`src/rtl/control_seq.sv`:
```
// control_seq: 8080-subset register-transfer control sequencer with its own fetch handshake.
// Define CTRL_LOGIC_OPS_EN to decode ANA/XRA/ORA/CMP; otherwise those opcodes are illegal.
module control_seq #(
   parameter int STEP_W      = 2,
   parameter int MVI_TIMEOUT = 0,
   parameter int CNT_W       = 16
) (
   input  logic              clock,
   input  logic              reset,
   input  logic [7:0]        instr_in,
   input  logic              instr_valid,
   output logic              instr_ready,
   output logic              data_in_select,
   output logic [7:0]        reg_select,
   output logic [7:0]        reg_enable,
   output logic              const_select,
   output logic              r1_enable,
   output logic              r2_enable,
   output logic              r2_select,
   output logic [2:0]        alu_op,
   output logic              flags_enable,
   output logic              done,
   output logic              illegal,
   output logic [STEP_W-1:0] step,
   output logic [CNT_W-1:0]  instr_count
);
   localparam int TW = MVI_TIMEOUT > 0 ? $clog2(MVI_TIMEOUT + 1) : 1;

   typedef enum logic {FETCH, EXEC} state_t;

   state_t        state, nextState;
   logic [7:0]    ir;
   logic [TW-1:0] stallCnt;
   logic [1:0]    grp;
   logic [2:0]    dst, src, aluCode;
   logic          isNop, isMvi, isIncDec, isMov, isAlu, legal, timedOut, logicOk;

   function automatic logic [7:0] oneHot(input logic [2:0] code);
      return 8'b1 << code;
   endfunction

`ifdef CTRL_LOGIC_OPS_EN
   assign logicOk = 1'b1;
`else
   assign logicOk = 1'b0;
`endif

   assign grp      = ir[7:6];
   assign dst      = ir[5:3];
   assign src      = ir[2:0];
   assign isNop    = ir == 8'h00;
   assign isMvi    = grp == 2'b00 && src == 3'b110 && dst != 3'b110;
   assign isIncDec = grp == 2'b00 && src[2:1] == 2'b10 && dst != 3'b110;
   assign isMov    = grp == 2'b01 && dst != 3'b110 && src != 3'b110;
   // ADC/SBB are never supported; the logical half of the group depends on the build
   assign isAlu    = grp == 2'b10 && src != 3'b110 && (dst[2] ? logicOk : !dst[0]);
   assign legal    = isNop | isMvi | isIncDec | isMov | isAlu;
   assign timedOut = MVI_TIMEOUT > 0 && stallCnt == TW'(MVI_TIMEOUT);
   assign aluCode  = isAlu ? dst : {1'b0, src[0], 1'b0};

   always_ff @(posedge clock or posedge reset)
      if (reset) state <= FETCH;
      else state <= nextState;

   always_comb
      nextState = state == FETCH ? (instr_valid ? EXEC : FETCH) : (done || illegal ? FETCH : EXEC);

   always_comb begin
      instr_ready    = 1'b0;
      data_in_select = 1'b0;
      reg_select     = '0;
      reg_enable     = '0;
      const_select   = 1'b0;
      r1_enable      = 1'b0;
      r2_enable      = 1'b0;
      r2_select      = 1'b0;
      alu_op         = '0;
      flags_enable   = 1'b0;
      done           = 1'b0;
      illegal        = 1'b0;
      if (!reset && state == FETCH) instr_ready = 1'b1;
      else if (!reset) begin
         if (!legal || (isMvi && timedOut)) illegal = 1'b1;
         else if (isNop) done = 1'b1;
         else if (isMvi) begin
            instr_ready    = 1'b1;
            data_in_select = 1'b1;
            reg_enable     = instr_valid ? oneHot(dst) : '0;
            done           = instr_valid;
         end else if (isMov) begin
            reg_select = oneHot(src);
            reg_enable = oneHot(dst);
            done       = 1'b1;
         end else if (step == '0) begin
            reg_select   = isAlu ? oneHot(3'd7) : '0;
            const_select = !isAlu;
            r1_enable    = 1'b1;
         end else if (step == STEP_W'(1)) begin
            reg_select = oneHot(isAlu ? src : dst);
            r2_enable  = 1'b1;
            alu_op     = aluCode;
         end else begin
            r2_select    = 1'b1;
            flags_enable = 1'b1;
            done         = 1'b1;
            alu_op       = isAlu ? aluCode : '0;
            reg_enable   = !isAlu ? oneHot(dst) : (dst == 3'b111 ? '0 : oneHot(3'd7));
         end
      end
   end

   always_ff @(posedge clock or posedge reset) begin
      if (reset) begin
         ir          <= '0;
         step        <= '0;
         instr_count <= '0;
         stallCnt    <= '0;
      end else if (state == FETCH) begin
         if (instr_valid) ir <= instr_in;
         step     <= '0;
         stallCnt <= '0;
      end else begin
         step     <= done || illegal ? '0 : isMvi ? step : step + STEP_W'(1);
         stallCnt <= MVI_TIMEOUT > 0 && isMvi && !instr_valid ? stallCnt + TW'(1) : '0;
         if (done) instr_count <= instr_count + CNT_W'(1);
      end
   end
endmodule

```
`config.mk`:
```
export PLATFORM = sky130hd
export DESIGN_NAME = control_seq
export DESIGN_NICKNAME = d
export VERILOG_FILES = /design/src/rtl/control_seq.sv
export SDC_FILE = /design/constraint.sdc
export NUM_CORES = 1
export LEC_CHECK = 0
export ABC_AREA = 1
export CAP_MARGIN = 20
export CORE_ASPECT_RATIO = 1.1
export CORE_MARGIN = 2
export CORE_UTILIZATION = 35
export DETAILED_ROUTE_END_ITERATION = 8
export HOLD_SLACK_MARGIN = 0.02
export SYNTH_ARGS = -nofsm -noshare
export SYNTH_HDL_FRONTEND = slang
export SYNTH_SLANG_ARGS = --single-unit
```
`constraint.sdc`:
```
create_clock -name clock -period 2.34 [get_ports clock]
set_input_delay 0.468 -clock clock [delete_from_list [all_inputs] [get_ports clock]]
set_output_delay 0.468 -clock clock [all_outputs]
set_load 0.05 [all_outputs]
```
Word-level counts from Yosys, hierarchy flattened --
Index checks and enable logic that the tools add are counted.
Operators by class: add/sub/neg operators 2, multipliers 0, div/mod/pow operators 0, order comparisons 0, equal/unequal tests 9, shift-type cells 3, multiplexer cells 83, bitwise operators 5, reductions and logical operators 18
Operators with widths (count):
- $mux W8 | 20
- $mux W1 | 49
- $mux W3 | 11
- $shl A1 B3 Y8 const A | 3
- $add A16 B1 Y16 const B | 1
- $logic_and A1 B1 Y1 | 9
- $logic_not A8 Y1 | 1
- $eq A3 B3 Y1 const B | 2
- $mux W2 | 3
- $ne A3 B3 Y1 const B | 2
- $eq A2 B1 Y1 const B | 2
- $eq A2 B2 Y1 const B | 2
- $logic_not A2 Y1 | 2
- $or A1 B1 Y1 | 4
- $reduce_and A2 Y1 | 2
- $logic_not A1 Y1 | 3
- $ne A3 B2 Y1 const B | 1
- $add A2 B1 Y2 const B | 1
- $logic_or A1 B1 Y1 | 1
- $not A1 Y1 | 1
Storage, ports and cells: register bits after elaboration 27, bits in latches 0, bits in writable memories 0, ROM bits 0, output and inout port bits 46, logic and storage cells 124, memories kept 0

Longest topological paths before layout --
Gate-level depths: netlist of the first run.
depth in word-level cells 13, mapped depth 12

Worst setup path after synthesis of the first run --
No wires, ideal clock.
path kind register to output, from register step[0], to output port reg_enable[5], arrival time 2525 ps, required time 1872 ps, path slack -653 ps, stages on the path, launching flop included 10, buffers on the path 0, path through dfrtp_1 > inv_1 > ha_1 > nor2_1 > inv_1 > nand2_1 > nand2_1 > nand2_1 > nand2_1 > nor3_1
Between the ends: cells in the longest elaborated chain, start to end 9, elaborated cells on any way between the ends 10, classes of those cells eq/ne: 1; mux: 8; reduce/logical: 1
RTL lines:
- from (decl) | line 24 | output logic [STEP_W-1:0] step,
- from (signal assigned) | line 123 | step <= done || illegal ? '0 : isMvi ? step : step + STEP_W'(1);
- $eq A2 B1 Y1 | line 98 | end else if (step == STEP_W'(1)) begin
- $mux W8 | line 98
- $mux W8 (*) | line 94 | end else if (step == '0) begin
- $mux W8 (*) | line 90 | end else if (isMov) begin
- $mux W8 (*) | line 85 | else if (isMvi) begin
- $mux W8 (*) | line 84 | else if (isNop) done = 1'b1;
- $mux W8 (*) | line 83 | if (!legal || (isMvi && timedOut)) illegal = 1'b1;
- $mux W8 (*) | line 82 | else if (!reset) begin
- $mux W8 (*) | line 81 | if (!reset && state == FETCH) instr_ready = 1'b1;
- to (decl) | line 15 | output logic [7:0] reg_enable,
Every way passes the cells marked *; elsewhere a longest branch is shown, timed or not.

Final worst setup path of the first run --
from register ir[7], to output port const_select
Between the ends: cells in the longest elaborated chain, start to end 11, elaborated cells on any way between the ends 24, classes of those cells eq/ne: 2; mux: 7; bitwise: 4; reduce/logical: 11
RTL lines:
- from (decl) | line 32 | logic [7:0] ir;
- from (signal assigned) | line 119 | if (instr_valid) ir <= instr_in;
- $eq A2 B2 Y1 | line 56 | assign isAlu = grp == 2'b10 && src != 3'b110 && (dst[2] ? logicOk : !dst[0]);
- $logic_and A1 B1 Y1 (2 in a row) | line 56
- $logic_not A1 Y1
- $mux W1 | line 94
- $mux W1 | line 90
- $mux W1 | line 85
- $mux W1 | line 84
- $mux W1 (*) | line 83
- $mux W1 (*) | line 82
- $mux W1 (*) | line 81
- to (decl) | line 16 | output logic const_select,
Marks and branches as above.

==> metrics.md, run 1 <==
| Metric | Value |
|---|---|
| Status | `finished with violations` |
| Failing checks | `negative setup slack` |
| Ys flop type | `dfrtp_1` |
| Cell chain of the critical path | `nor2_4, nand2_2, nor2_4, inv_2, nand2_4, nor2_4, inv_2, buf_6, nand4_1, nor2_2, buf_12` |
| Reg2Reg Depth | `13` |
| Mapped cell area | `0.00213 sq mm` |
| Power share of the sequential group | `21.9%` |
| Register area share after synthesis | `31.7%` |
| Die W | `78.4 microns` |
| Combinational Power Share | `70.6%` |
| Worst path bufs/invs | `4` |
| Final worst-path setup slack | `-0.0485 ns` |
| DRT Wirelength | `6.40 mm` |
| Initial antenna violation count | `0` |
| Avg Inst Size Synth | `6.83 sq um` |
| Clock sinks | `27` |
| Least-Margin Pin Slew | `0.513 ns` |
| Crit path kind | `register to primary output` |
| GR peak layer | `met2` |
| Syn Inst Count | `312` |
| Pwr per Cell Area | `972 mW/mm^2` |
| Sw power | `1.79 mW` |
| Vias/cell | `4.92` |
| GR Util met1 | `22.5%` |
| RSZ-0062 raised after global routing | `yes` |
| Period minus WS final | `2.39 ns` |
| Core Rows | `29` |
| Worst Path Arrival | `1.92 ns` |
| Sw frac | `51.5%` |
| Setup TNS | `-0.161 ns` |
| Worst-Skew Late Latency | `0.27 ns` |
| Count of state elements after synthesis | `27` |
| DP HPWL | `4.47 mm` |
| Crit end category | `primary output` |
| Clk buf depth | `2` |
| Largest net degree at the start of global routing | `28` |
| Crit share post-route | `102%` |
| M2 GR Usage | `34.2%` |
| Met3 Resource Use GR | `2.32%` |
| Core ar. | `0.00584 sq mm` |
| CTS clk-pin slew, worst paths | `0.09 ns` |
| Placer congestion estimate | `0.923` |
| Vias | `2,358` |
| Die span in y | `85.8 microns` |
| DRC viols | `0` |
| Slew headroom | `65.7%` |
| TritonCTS clock tree | `done` |
| H-tree Lvls | `1` |
| Post-layout util | `61.3%` |
| GRT Overall Usage | `18.6%` |
| Setup-failing EPs final | `11` |
| First-pass iteration count of the detailed router | `4` |
| Internal | `1.69 mW` |
| WHS | `0.517 ns` |
| Maximum operating frequency | `419 MHz` |
| Die area | `0.00673 sq mm` |
| WP depth | `11` |
| Io pins | `57` |
| Share of cells above drive strength 1 | `39.1%` |
| Worst EP required | `1.87 ns` |
| Final ANT Viol Nets | `0` |
| CP max stage delay | `0.46 ns` |
| Leakage power | `1.59 nW` |
| Worst Hold Depth | `2` |
| Hold WC Path Type | `register to register` |
| First-pass GRT wire length | `10.3 mm` |
| Crit-path slowest cell | `dfrtp_2` |
| Number of CTS-inserted buffers | `3` |
| Max VDD drop | `0.000365 V` |
| Cell mode on critical path | `nor2_4` |
| Post-synthesis async set-or-reset flop share | `100%` |
| CP Launch Type | `register` |
| CP max FO | `8` |
| Layout Area Growth over Synthesis | `67.9%` |
| Clk pwr share | `7.5%` |
| Ys Warns | `0` |
| Max-cap violation count | `0` |
| Post-synth EDFFs | `0` |
| Port Buffers | `52` |
| Detailed Route Iter0 Violations | `79` |
| Nets | `417` |
| Final clock skew | `0.00693 ns` |
| Slew Viols, Final | `0` |
| Average wire per standard cell | `13.4 microns` |
| Total gr overflow | `0` |
| Worst path top cell family by delay | `simple AND/OR/NAND/NOR gates` |
| Final hold viol count | `0` |
| Root Buffer | `clkbuf_8` |
| Vias in the first global route | `2,371` |
| Synth cell types | `29` |
| Initial Utilization | `36.5%` |
| ANT cells | `0` |
registers in the layout, summed over array words and instances, names as in the netlist:
| name | count |
|---|---|
| state | 1 |
| instr_count | 16 |
| ir | 8 |
| step | 2 |
Yosys cell counts (2+ instances only):
| library cell | instances | share of area (%) |
|---|---|---|
| a21oi_1 | 14 | 3.3 |
| buf_4 | 6 | 2.1 |
| buf_6 | 2 | 1.1 |
| dfrtp_1 | 27 | 32 |
| ha_1 | 3 | 1.8 |
| inv_1 | 34 | 6.0 |
| inv_2 | 4 | 0.70 |
| nand2_1 | 75 | 13 |
| nand2_4 | 2 | 1.1 |
| nand3_1 | 38 | 8.9 |
| nand3_2 | 2 | 0.94 |
| nand3_4 | 4 | 3.3 |
| nand4_1 | 4 | 1.2 |
| nor2_1 | 54 | 9.5 |
| nor2_4 | 2 | 1.1 |
| nor3_1 | 8 | 1.9 |
| o21ai_0 | 8 | 1.9 |
| o31ai_1 | 2 | 0.70 |
| xnor2_1 | 4 | 1.6 |
| xor2_1 | 10 | 4.1 |
layout make-up:
class,instances,area [sq um]
tap,77,96.3
clock buffer,3,41.3
multi-input combinational,240,1510
sequential,27,687
fill,504,2260
clock inverter,1,5.00
timing repair buffer,93,1090
inverter,38,148
power groups by stage:
stage	registers (mW)	clock network [mW]	logic (mW)
6_report	0.761	0.260	2.46
4_1_cts	0.734	0.271	2.13
5_1_grt	0.783	0.292	2.63
2_1_floorplan	0.821	0	1.18
3_5_place_dp	0.746	0	1.86
3_3_place_gp	0.743	0	1.84
worst paths after layout:
| check | start | end | slack [ns] |
|---|---|---|---|
| setup / recovery | ir[7]$_DFFE_PP0P_ | const_select | -0.05 |
| hold / removal | instr_count[14]$_DFFE_PP0P_ | instr_count[14]$_DFFE_PP0P_ | 0.52 |
| setup reg to reg | ir[7]$_DFFE_PP0P_ | state$_DFF_PP0_ | 0.42 |
| hold reg to reg | instr_count[14]$_DFFE_PP0P_ | instr_count[14]$_DFFE_PP0P_ | 0.52 |
| max in group asynchronous | reset | ir[5]$_DFFE_PP0P_ | 1.29 |
| min in group asynchronous | reset | step[0]$_DFFE_PP0P_ | 0.77 |
kinds of logic (layout without fill, tap and decap cells):
kind of cell | after synthesis | after routing | share of synthesized area, %
multiplexers | 1 | 1 | 0.528
AO/OA/AOI/OAI | 25 | 25 | 6.22
AND/OR/NAND/NOR | 193 | 193 | 43.6
other | 1 | 4 | 0.176
adder cells (fa/ha/maj) | 3 | 3 | 1.76
XOR/XNOR | 14 | 14 | 5.75
flip-flops | 27 | 27 | 31.7
buffers and inverters | 48 | 135 | 10.3
routing by layer:
metal  up-vias  share of wire (%)  wire length, microns
li1       1169                  -                     -
met1      1122                 42                  2670
met2        58                 54                  3460
met3         9                2.9                   184
met4         0                1.3                    81
met5         -                  0                     0
stage by stage:
| stage | std cells | worst slack (ns) | cell area, sq um | total power [mW] |
|---|---|---|---|---|
| floorplan | 315 | -0.0205 | 2220 | 2.00 |
| global placement | 449 | -0.0304 | 3110 | 2.58 |
| detailed placement | 449 | -0.0765 | 3110 | 2.60 |
| CTS | 468 | -0.0398 | 3350 | 3.14 |
| global route | 479 | -0.148 | 3580 | 3.71 |
| finish | 479 | -0.0485 | 3580 | 3.48 |
what timing repair did:
action / in CTS / in global routing
setup endpoints to repair: 22 / 22
setup buffers: 15 / 11
hold buffers: 0 / 0
gates resized for setup: 32 / 41
pin swaps: 11 / 17
worst reg2reg max path, delay by kind of cell, from the launching register on:
| kind | cells | cell delay, ns |
|---|---|---|
| and+or+nand+nor | 9 | 0.83 |
| buffers and inverters | 4 | 0.52 |
| DFF | 1 | 0.46 |
layout by cell type (no fill, tap or decap), types with 8 or more instances in the layout:
cell,netlist,layout
nand2_1,75,65
dfrtp_2,0,9
inv_2,4,13
buf_4,6,38
nor2_2,0,15
buf_12,0,25
nor2_4,2,15
clkdlybuf4s50_1,0,28
inv_1,34,23
nor2_1,54,26
nand3_1,38,32
a21oi_1,14,11
dfrtp_1,27,18
xor2_1,10,10
nand2_2,1,8
Power figures use the tool's default switching activity.
==> run 2, diff against run 1 <==
--- a/config.mk
+++ b/config.mk
@@ -10,6 +10,7 @@
 export CORE_ASPECT_RATIO = 1.1
 export CORE_MARGIN = 2
 export CORE_UTILIZATION = 35
+export CTS_BUF_LIST = sky130_fd_sc_hd__clkbuf_16
 export DETAILED_ROUTE_END_ITERATION = 8
 export HOLD_SLACK_MARGIN = 0.02
 export SYNTH_ARGS = -nofsm -noshare
==> metrics.md, run 2 (synthesis results as in run 1) <==
| Metric | Value |
|---|---|
| Top flop regs | `instr_count x16, ir x8, step x2` |
| Worst path bufs/invs | `4 (unchanged)` |
| Max VDD drop | `0.000415 V (+14%)` |
| Total gr overflow | `0 (unchanged)` |
| Layout Area Growth over Synthesis | `72.2%` |
| Least-Margin Pin Slew | `0.507 ns (-0.00573 ns)` |
| H-tree Lvls | `1 (unchanged)` |
| Register Area | `687 sq um (unchanged)` |
| CP max FO | `8 (unchanged)` |
| CTS clk-pin slew, worst paths | `0.07 ns (-0.02 ns)` |
| CP max stage delay | `0.45 ns (about the same)` |
| Status | `finished with violations` |
| Vias | `2,394 (+1.5%)` |
| Final worst-path setup slack | `-0.0522 ns (-0.00373 ns)` |
| Maximum operating frequency | `418 MHz (-0.16%)` |
| Clock sinks | `27 (unchanged)` |
| Cell chain of the critical path | `nor2_4, nand2_2, nor2_4, inv_2, nand2_4, nor2_4, inv_2, buf_6, nand4_1, nor2_2, buf_12` |
| TritonCTS clock tree | `done` |
| Crit-path slowest cell | `dfrtp_2` |
| ANT cells | `0 (unchanged)` |
| Worst-Skew Late Latency | `0.26 ns (about the same)` |
| Hold_buf cts | `0 (unchanged)` |
| Multi-input gate area | `0.00154 sq mm (+1.8%)` |
| Number of CTS-inserted buffers | `3 (unchanged)` |
| Detailed Route Iter0 Violations | `72 (-8.9%)` |
| Top reg by flops | `instr_count` |
| FILL cells | `483 (-4.2%)` |
| Largest net degree at the start of global routing | `28 (unchanged)` |
| Die span in y | `85.8 microns (unchanged)` |
| Final instance area | `0.00367 sq mm (+2.6%)` |
| First-pass iteration count of the detailed router | `4 (unchanged)` |
| GRT Overall Usage | `18.7% (+0.14 points)` |
| Pwr per Cell Area | `1020 mW/mm^2 (+4.7%)` |
| Most frequent cells in the layout | `nand2_1, buf_4, nand3_1` |
| Setup-failing EPs final | `7 (-4)` |
| Final clock skew | `0.00326 ns (-0.00368 ns)` |
| Worst EP required | `1.87 ns (about the same)` |
| Crit share post-route | `102% (+0.16 points)` |
| CP Launch Type | `register` |
| Initial antenna violation count | `0 (unchanged)` |
| Vias/cell | `4.98 (+1.1%)` |
| Worst path top cell family by delay | `simple AND/OR/NAND/NOR gates` |
| Root Buffer | `clkbuf_16` |
| Leakage power | `1.63 nW (+3.0%)` |
| Nets | `419 (+0.48%)` |
| WHS | `0.509 ns (-0.00746 ns)` |
| Clk buf depth | `2 (unchanged)` |
| Final hold viol count | `0 (unchanged)` |
| DRT Wirelength | `6.49 mm (+1.5%)` |
| Crit end category | `primary output` |
| Placer congestion estimate | `0.923 (unchanged)` |
| Initial Utilization | `36.5% (unchanged)` |
| Port Buffers | `52 (unchanged)` |
| Failing checks | `negative setup slack` |
| Slew headroom | `66.1% (+0.38 points)` |
| Core ar. | `0.00584 sq mm (unchanged)` |
| Die area | `0.00673 sq mm (unchanged)` |
| Slew Viols, Final | `0 (unchanged)` |
| Io pins | `57 (unchanged)` |
| Share of cells above drive strength 1 | `39.9% (+0.80 points)` |
| Total power | `3.73 mW (+7.3%)` |
| First-pass GRT wire length | `10.3 mm (unchanged)` |
| Average wire per standard cell | `13.5 microns (+1.1%)` |
| Placed Area | `0.00311 sq mm (unchanged)` |
| Vias in the first global route | `2,356 (-0.63%)` |
| Setup TNS | `-0.201 ns (-0.0395 ns)` |
| RSZ-0062 raised after global routing | `yes` |
| Number of flip-flops in the largest register | `16 (unchanged)` |
| DRC viols | `0 (unchanged)` |
| Period minus WS final | `2.39 ns (+0.00373 ns)` |
| Core Rows | `29 (unchanged)` |
| Cell mode on critical path | `nor2_4` |
| Die W | `78.4 microns (unchanged)` |
| Final ANT Viol Nets | `0 (unchanged)` |
| Crit path kind | `register to primary output` |
| Max-cap violation count | `0 (unchanged)` |
| Commonest non-fill, non-tap cell in the layout | `nand2_1` |
| Worst Path Arrival | `1.92 ns (about the same)` |
| Hold WC Path Type | `register to register` |
| DP HPWL | `4.47 mm (unchanged)` |
==> run 2: through the flow <==
step	std cells	util (%)	worst slack, ns
floorplan	315	-	-0.0205
global placement	449	53.3	-0.0304
detailed placement	449	53.3	-0.0765
CTS	466	57.6	-0.0231
global route	481	62.8	-0.135
finish	481	62.8	-0.0522
==> run 2: where the power goes <==
| part | switching (mW) | total (mW) | internal [mW] | leakage (nW) |
|---|---|---|---|---|
| sequential | 0.188 | 0.780 | 0.592 | 0.338 |
| clock | 0.158 | 0.388 | 0.231 | 0.0409 |
| combinational | 1.52 | 2.57 | 1.04 | 1.26 |
==> run 2: worst paths after layout <==
path                                              from                           to  slack (ns)  cells past startpoint
hold reg to reg            instr_count[14]$_DFFE_PP0P_  instr_count[14]$_DFFE_PP0P_        0.51                      2
hold / removal             instr_count[14]$_DFFE_PP0P_  instr_count[14]$_DFFE_PP0P_        0.51                      2
min in group asynchronous                        reset          step[1]$_DFFE_PP0P_        0.79                      4
setup reg to reg                     ir[0]$_DFFE_PP0P_          step[1]$_DFFE_PP0P_        0.43                     12
max in group asynchronous                        reset            ir[2]$_DFFE_PP0P_        1.28                      4
setup / recovery                     ir[7]$_DFFE_PP0P_                 const_select       -0.05                     11
==> run 2: per-layer routing <==
| layer | routed length [microns] | part of all wire, % | up-vias | GRT usage, % |
|---|---|---|---|---|
| met2 | 3450 | 53 | 67 | 33.9 |
| met1 | 2710 | 42 | 1139 | 22.6 |
| met4 | 120 | 1.8 | 0 | 6.86 |
| met3 | 216 | 3.3 | 11 | 2.32 |
| met5 | 0 | 0 | - | 0 |
| li1 | - | - | 1177 | - |
==> run 2: layout make-up <==
type,instances,area share [%]
clock inverter,1,0.136
sequential,27,18.7
timing repair buffer,95,30.4
inverter,38,4.09
tap,77,2.63
clock buffer,3,2.05
multi-input combinational,240,42.0
==> run 2: timing repair <==
action                     in CTS  in global routing
setup endpoints to repair      22                 22
setup buffers                  13                 15
gates resized for setup        30                 50
pin swaps                      10                 21
==> run 2: tightest hold or removal path, delay by kind of cell, from the launching register on <==
family | cells | cell delay, ns
flip-flops | 1 | 0.37
AND/OR/NAND/NOR | 2 | 0.11
